### src/rtl/seq_pattern_detect.sv
// seq_pattern_detect
//   Samples an IN_W-bit vector on enabled clock edges and keeps a DEPTH-deep
//   history. It flags each edge where the newest DEPTH samples match a
//   run-time programmed, per-bit masked pattern. It also counts matches,
//   stamps the cycle of the first match, and counts clocks.
//
// Ports
//   clk        rising-edge clock
//   r          asynchronous active-low reset
//   en         capture ins on this edge
//   ins        monitored vector
//   clr        synchronous clear of history/counters (pattern is kept)
//   mode       0 = overlapping matches, 1 = non-overlapping
//   pat_ld     write pattern entry pat_idx (pat_val, pat_mask)
//   pat_idx    entry index, 0 = oldest expected sample
//   pat_val    expected vector
//   pat_mask   1 = compare bit, 0 = don't care
//   hit        one-cycle match pulse
//   hit_cnt    saturating match count
//   first_vld  sticky, a match has occurred
//   first_hit  cyc value at the edge of the first match
//   cyc        saturating clocks since reset/clr
module seq_pattern_detect #(
  parameter int IN_W  = 4,
  parameter int DEPTH = 4,
  parameter int CNT_W = 8,
  parameter int CYC_W = 16,
  parameter int IDX_W = (DEPTH > 1) ? $clog2(DEPTH) : 1
) (
  input  logic             clk,
  input  logic             r,
  input  logic             en,
  input  logic [IN_W-1:0]  ins,
  input  logic             clr,
  input  logic             mode,
  input  logic             pat_ld,
  input  logic [IDX_W-1:0] pat_idx,
  input  logic [IN_W-1:0]  pat_val,
  input  logic [IN_W-1:0]  pat_mask,
  output logic             hit,
  output logic [CNT_W-1:0] hit_cnt,
  output logic             first_vld,
  output logic [CYC_W-1:0] first_hit,
  output logic [CYC_W-1:0] cyc
);

  localparam int FILL_W = $clog2(DEPTH + 1);
  localparam logic [FILL_W-1:0] FILL_MAX  = FILL_W'(DEPTH);
  localparam logic [FILL_W-1:0] FILL_NEED = FILL_W'(DEPTH - 1);

  logic [IN_W-1:0]   r_hist [DEPTH];
  logic [IN_W-1:0]   r_pv   [DEPTH];
  logic [IN_W-1:0]   r_pm   [DEPTH];
  logic [FILL_W-1:0] r_fill;
  logic              r_hit;
  logic [CNT_W-1:0]  r_hit_cnt;
  logic              r_first_vld;
  logic [CYC_W-1:0]  r_first_hit;
  logic [CYC_W-1:0]  r_cyc;

  logic [IN_W-1:0]   w_win [DEPTH];
  logic              w_cmp_ok;
  logic              w_match;
  logic              w_idx_ok;

  // Candidate window = {hist[1..DEPTH-1], ins}; it is also exactly the
  // history after an enabled shift, so it doubles as the shift input.
  for (genvar g = 0; g < DEPTH; g++) begin : g_win
    if (g < DEPTH - 1) begin : g_hist
      assign w_win[g] = r_hist[g+1];
    end else begin : g_new
      assign w_win[g] = ins;
    end
  end

  always_comb begin
    w_cmp_ok = 1'b1;
    for (int unsigned k = 0; k < DEPTH; k++) begin
      if (((w_win[k] ^ r_pv[k]) & r_pm[k]) != '0) begin
        w_cmp_ok = 1'b0;
      end
    end
  end

  assign w_match  = en && !clr && (r_fill >= FILL_NEED) && w_cmp_ok;
  assign w_idx_ok = ({1'b0, pat_idx} < (IDX_W + 1)'(DEPTH));

  // Pattern store: unaffected by clr, so a load alongside clr still lands.
  always_ff @(posedge clk or negedge r) begin
    if (!r) begin
      for (int unsigned k = 0; k < DEPTH; k++) begin
        r_pv[k] <= '0;
        r_pm[k] <= '1;
      end
    end else if (pat_ld && w_idx_ok) begin
      r_pv[pat_idx] <= pat_val;
      r_pm[pat_idx] <= pat_mask;
    end
  end

  always_ff @(posedge clk or negedge r) begin
    if (!r) begin
      for (int unsigned k = 0; k < DEPTH; k++) begin
        r_hist[k] <= '0;
      end
      r_fill      <= '0;
      r_hit       <= 1'b0;
      r_hit_cnt   <= '0;
      r_first_vld <= 1'b0;
      r_first_hit <= '0;
      r_cyc       <= '0;
    end else if (clr) begin
      for (int unsigned k = 0; k < DEPTH; k++) begin
        r_hist[k] <= '0;
      end
      r_fill      <= '0;
      r_hit       <= 1'b0;
      r_hit_cnt   <= '0;
      r_first_vld <= 1'b0;
      r_first_hit <= '0;
      r_cyc       <= '0;
    end else begin
      r_hit <= w_match;
      if (r_cyc != '1) begin
        r_cyc <= r_cyc + CYC_W'(1);
      end
      if (en) begin
        r_hist <= w_win;
        // Non-overlapping: a hit restarts the fill so DEPTH fresh samples
        // are needed before the next hit.
        if (w_match && mode) begin
          r_fill <= '0;
        end else if (r_fill != FILL_MAX) begin
          r_fill <= r_fill + FILL_W'(1);
        end
      end
      if (w_match) begin
        if (r_hit_cnt != '1) begin
          r_hit_cnt <= r_hit_cnt + CNT_W'(1);
        end
        if (!r_first_vld) begin
          r_first_vld <= 1'b1;
          r_first_hit <= r_cyc;
        end
      end
    end
  end

  assign hit       = r_hit;
  assign hit_cnt   = r_hit_cnt;
  assign first_vld = r_first_vld;
  assign first_hit = r_first_hit;
  assign cyc       = r_cyc;

endmodule

### config.mk
export PLATFORM = sky130hd
export DESIGN_NAME = seq_pattern_detect
export DESIGN_NICKNAME = d
export VERILOG_FILES = /design/src/rtl/seq_pattern_detect.sv
export SDC_FILE = /design/constraint.sdc
export NUM_CORES = 1
export LEC_CHECK = 0
export BUFFER_PORTS_ARGS = -buffer_cell sky130_fd_sc_hd__buf_4
export CAP_MARGIN = 0
export CORE_AREA = 2 2 113 71
export DETAILED_ROUTE_END_ITERATION = 8
export DIE_AREA = 0 0 115 73
export PLACE_DENSITY = 0.85
export SKIP_LAST_GASP = 1
export SLEW_MARGIN = 5
export SYNTH_ARGS = -nofsm -noshare
export SYNTH_HDL_FRONTEND = slang
export SYNTH_SLANG_ARGS = --single-unit
### constraint.sdc
create_clock -name clk -period 2.9 [get_ports clk]
set_clock_uncertainty 0.1 [all_clocks]
set_input_delay 0.29 -clock clk [delete_from_list [all_inputs] [get_ports clk]]
set_output_delay 0.29 -clock clk [all_outputs]
set_load 0.005 [all_outputs]
# Yosys cells after proc, flatten, opt, wreduce, memory -nomap -nowiden
# Cells that the tools add are included.
# word_totals
reg_bits	89
in_bits	20
elab_cells	79
out_inout_bits	42
# classes
addsub	3
eq_ne	4
n_bitwise	9
n_reduce_logical	18
mux	25
n_lt_le_gt_ge	3
# ops
operator	count
$mux 16	5
$bwmux 16	2
$mux 12	2
$mux 8	3
$add 16x1->16 const B	1
$and 4x4->4	4
$ne 16x16->1 const B	1
$reduce_bool 4->1	4
$xor 4x4->4	4
$mux 3	4
$add 8x1->8 const B	1
$demux 4 s2	1
$ne 8x8->1 const B	1
$reduce_bool 2->1	4
$mux 1	7
$reduce_and 2->1	3
$logic_and 1x1->1	5
$mux 4	1
$add 3x1->3 const B	1
$ge 3x2->1 const B	1
$ge 3x3->1 const B	1
$lt 3x1->1 const B	1
$ne 3x3->1 const B	1
$not 2->3	1
other kinds (3)	3

# Longest topological paths before layout
# depth
depth_word	12
ltp_mapped	9
depth_no_buf	8

# Worst setup path after synthesis
# No wires, ideal clock.
# synth_path
path_type	reg2reg
startpoint	register r_fill[0]
endpoint	register r_first_hit[6] (netlist: first_hit[6])
arrival_ps	2060
path_stages_with_launch	10
n_path_buf	1
period_less_slack_ps	2292
setup_time_ps	132
required_ps	2668
path_slack_ps	608
path_cell_list	dfrtp_1 > ha_1 > ha_1 > a211o_1 > and3_1 > nand4_4 > nor4_4 > buf_6 > mux2i_1 > nor2_1
# synth_via
elab_chain_cells	5
# synth_lines
element	line	rtl
from (decl)	54	logic [FILL_W-1:0] r_fill;
from (signal assigned)	134	r_fill <= r_fill + FILL_W'(1);
$ge 3x2->1	85	assign w_match = en && !clr && (r_fill >= FILL_NEED) && w_cmp_ok;
$logic_and 1x1->1 (2 in a row)	85	
$reduce_bool 2->1 (no source line)	-	
$reduce_and 2->1 (no source line)	-	
to (signal assigned)	143	r_first_hit <= r_cyc;
to (decl)	58	logic [CYC_W-1:0] r_first_hit;
# No other way between the ends.
# A chain may end at the register's enable or synchronous reset.

# Final worst setup path
# Same ends and word-level chain as after synthesis.

==> reports/summary.md <==
• **result of the run** finished clean
• **HPWL after DPL** 5990 µm
• **Root Buffer** clkbuf_16
• **mapped cell area** 4130 µm²
• **total of warnings raised by yosys** 0
• **share of synthesized cell area in full adder, half adder and majority cells** 1.52%
• **CTS H-Tree Depth** 3
• **effective utilization at floorplan** 54.9%
• **clk slew on worst S/H paths** 60 ps
• **post-layout instance area** 5020 µm²
• **Cell Pwr Density** 604 nW/µm²
• **highest cell delay on the worst timing path** 440 ps
• **area of the core** 7510 µm²
• **IO Count** 62
• **asr flop ratio synth** 100%
• **largest cells by area after synthesis** dfrtp_1, dfstp_2, mux2_2, mux2i_1, xor2_1
• **Setup Fix Bufs, Post-CTS** 0
• **final max-slew violation count** 0
• **Synth Area in Compound Gates** 5.22%
• **number of global-route vias before repair** 2804
• **dpl cell area** 4690 µm²
• **unrepaired setup endpoints after global routing** false
• **VDD IR max** 0.000442 V
• **leading cell type by number of instances after synthesis** dfrtp_1
• **transition time at the pin with the least slew margin** 675 ps
• **xor and xnor area share after synthesis** 6.58%
• **pin count of the biggest net entering global routing** 55
• **Final period util** 81.0%
• **sequential fraction of the synthesis area** 54.5%
• **final wirelength** 8780 µm
• **final worst hold slack** 114 ps
• **Synth Instances** 348
• **cell occurring most often along the worst timing path** ha_1
• **post-synthesis area per instance** 11.9 µm²
• **leakage** 0.00232 µW
• **average via count per standard cell** 5.55
• **dominant combinational cell family by area after synthesis** multiplexers
• **worst hold path class** in2reg
• **timing-limited maximum frequency** 426 MHz
• **worst skew pair latency** 340 ps
• **total number of placement rows** 25
• **wire length per cell** 17.1 µm
• **remaining routing DRC violations** 0
• **total via count in the routed design** 2852
• **Data arrival, critical path** 2440 ps
• **multiplexer share of the synthesized area** 16.0%
• **die area** 8400 µm²
• **max-cap check violation count** 0
• **endpoints failing setup** 0
• **Crit. End Element** flip-flop
• **ANT cells** 0
• **Nets** 440
• **area share of and/or/nand/nor cells after synthesis** 13.8%
• **WHS Path Cells** 3
• **Buffers on Ports** 61
• **cells on worst reg2reg path** 9
• **DR pass1 iterations** 4
• **hold buffers post-CTS** 1
• **area fraction of the dominant cell type after synthesis** 44.3%
• **Startpoint Class** flip-flop
• **highest-delay cell along the critical path** dfrtp_1
• **worst-case clock buffer depth** 2
• **global-route usage over all layers** 22.8%
• **kind of critical path** reg2reg
• **cell breakdown of the critical path** ha_1 > ha_1 > a211o_1 > and3_1 > nand4_4 > nor4_4 > buf_4 > mux2i_1 > nor2_1
• **Filler Cell Count** 549
• **remaining global-route overflow** 0
• **clock buffer count from CTS** 9
• **count of final hold-check violations** 0
• **clock tree from TritonCTS** done
• **cell type with the largest total area after synthesis** dfrtp_1
• **EDFF count, synth** 0
• **fraction of final layout cells sized beyond drive strength 1** 33.3%
• **number of antenna violations at the first check in global routing** 0
• **Vert. Die Dim** 73 µm
• **synthesis-stage register bit count** 89
• **ranking of synthesized cells by instance count** dfrtp_1, nor2_1, mux2_2, mux2i_1, xor2_1
• **number of nets still failing antenna checks after routing** 0
• **number of nets produced by synthesis** 373
• **sink count of the clock tree** 89
• **first-iteration detailed-routing DRC count** 139
• **peak fanout along the critical path** 16
• **weighted congestion at the end of routability-driven global placement** 0.767
• **die extent in x** 115 µm
• **number of cells upsized or downsized after cts** 0
• **Slew headroom** 54.8%
• **final critical delay including setup and external delays** 2350 ps
• **Primary FF master, synth** dfrtp_1
• **Layout area overhead** 21.7%
• **Netlist cell types** 44
• **wire length of the first global-routing pass** 14400 µm
• **setup TNS after final layout** 0 ps
• **Crit path required time** 3000 ps
registers in the layout, indices dropped and copies added, names as in the netlist:
signal     flops
cyc           16
first_hit     16
first_vld      1
hit            1
hit_cnt        8
r_fill         3
r_hist        12
r_pm          16
r_pv          16
logic make-up after synthesis:
| kind of cell | Yosys count |
|---|---|
| XOR/XNOR | 31 |
| multiplexers | 62 |
| buffers and inverters | 23 |
| AO/OA/AOI/OAI | 29 |
| flip-flops | 89 |
| adder cells (fa/ha/maj) | 5 |
| AND/OR/NAND/NOR | 109 |
critical path, delay by kind of cell (launching register included):
| kind | cells | cell delay (ps) |
|---|---|---|
| AO/OA/AOI/OAI | 1 | 90 |
| adder cells (fa/ha/maj) | 2 | 330 |
| buffers and inverters | 1 | 330 |
| flip-flops | 1 | 440 |
| multiplexers | 1 | 240 |
| AND/OR/NAND/NOR | 4 | 660 |
layout make-up:
type                       instances  area (µm²)  area share (%)
clock inverter                     2        60.1            1.20
sequential                        89        2250            44.8
timing repair buffer              67         505            10.1
multi-input combinational        236        1780            35.5
clock buffer                      14         264            5.26
tap                               94         118            2.34
inverter                          12        45.0           0.897
through the flow:
stage,setup slack (ps),power [µW],utilization [%],instances
finish,552,3030,66.9,514
CTS,553,3060,66.9,514
global placement,681,1770,62.4,497
global route,448,3160,66.9,514
floorplan,608,1670,-,348
detailed placement,558,1790,62.4,497
path summary, 6_finish.rpt:
kind / startpoint / end / slack, ps
setup / recovery: r_fill[0] / first_hit[6] / 550
hold / removal: ins[3] / r_hist[3] / 110
setup reg to reg: r_fill[0] / first_hit[6] / 550
hold reg to reg: r_pv[14] / r_pv[14] / 430
max in group asynchronous: r / r_pm[11] / 1520
min in group asynchronous: r / r_hist[0] / 400
layout by cell type, fill, tap and decap left out, types with 2 or more instances in the layout:
| cell type | instances |
|---|---|
| xor2_1 | 24 |
| clkbuf_16 | 9 |
| buf_4 | 66 |
| mux2i_1 | 29 |
| nand4_1 | 3 |
| dfrtp_1 | 73 |
| a22oi_2 | 2 |
| and2_1 | 2 |
| o21ai_0 | 3 |
| inv_1 | 11 |
| a21oi_1 | 7 |
| and3_1 | 5 |
| nor4_1 | 2 |
| nand2b_1 | 3 |
| a22oi_1 | 5 |
| nor3_1 | 2 |
| a31o_2 | 3 |
| bufinv_16 | 2 |
| nand3b_1 | 2 |
| o21a_1 | 2 |
| nand3_1 | 19 |
| clkbuf_1 | 3 |
| dfstp_2 | 16 |
| a21o_1 | 4 |
| xnor2_1 | 7 |
| mux2_2 | 33 |
| ha_1 | 5 |
| nor2_1 | 51 |
| nand2_1 | 9 |
| clkbuf_8 | 2 |
power breakdown:
part           leakage (µW)  total, µW  switching (µW)  internal (µW)
registers           0.00115       1440            69.9           1370
clock network      0.000157       1260             453            803
logic               0.00102        333             173            160
routing by layer:
layer / vias to the layer above / track usage, % / part of all wire (%)
met1: 1451 / 32.8 / 47
met3: 9 / 5.48 / 3.9
met4: 0 / 6.43 / 1.1
met2: 55 / 35.0 / 48
met5: - / 0 / 0
li1: 1337 / - / -
Power figures use the tool's default switching activity.
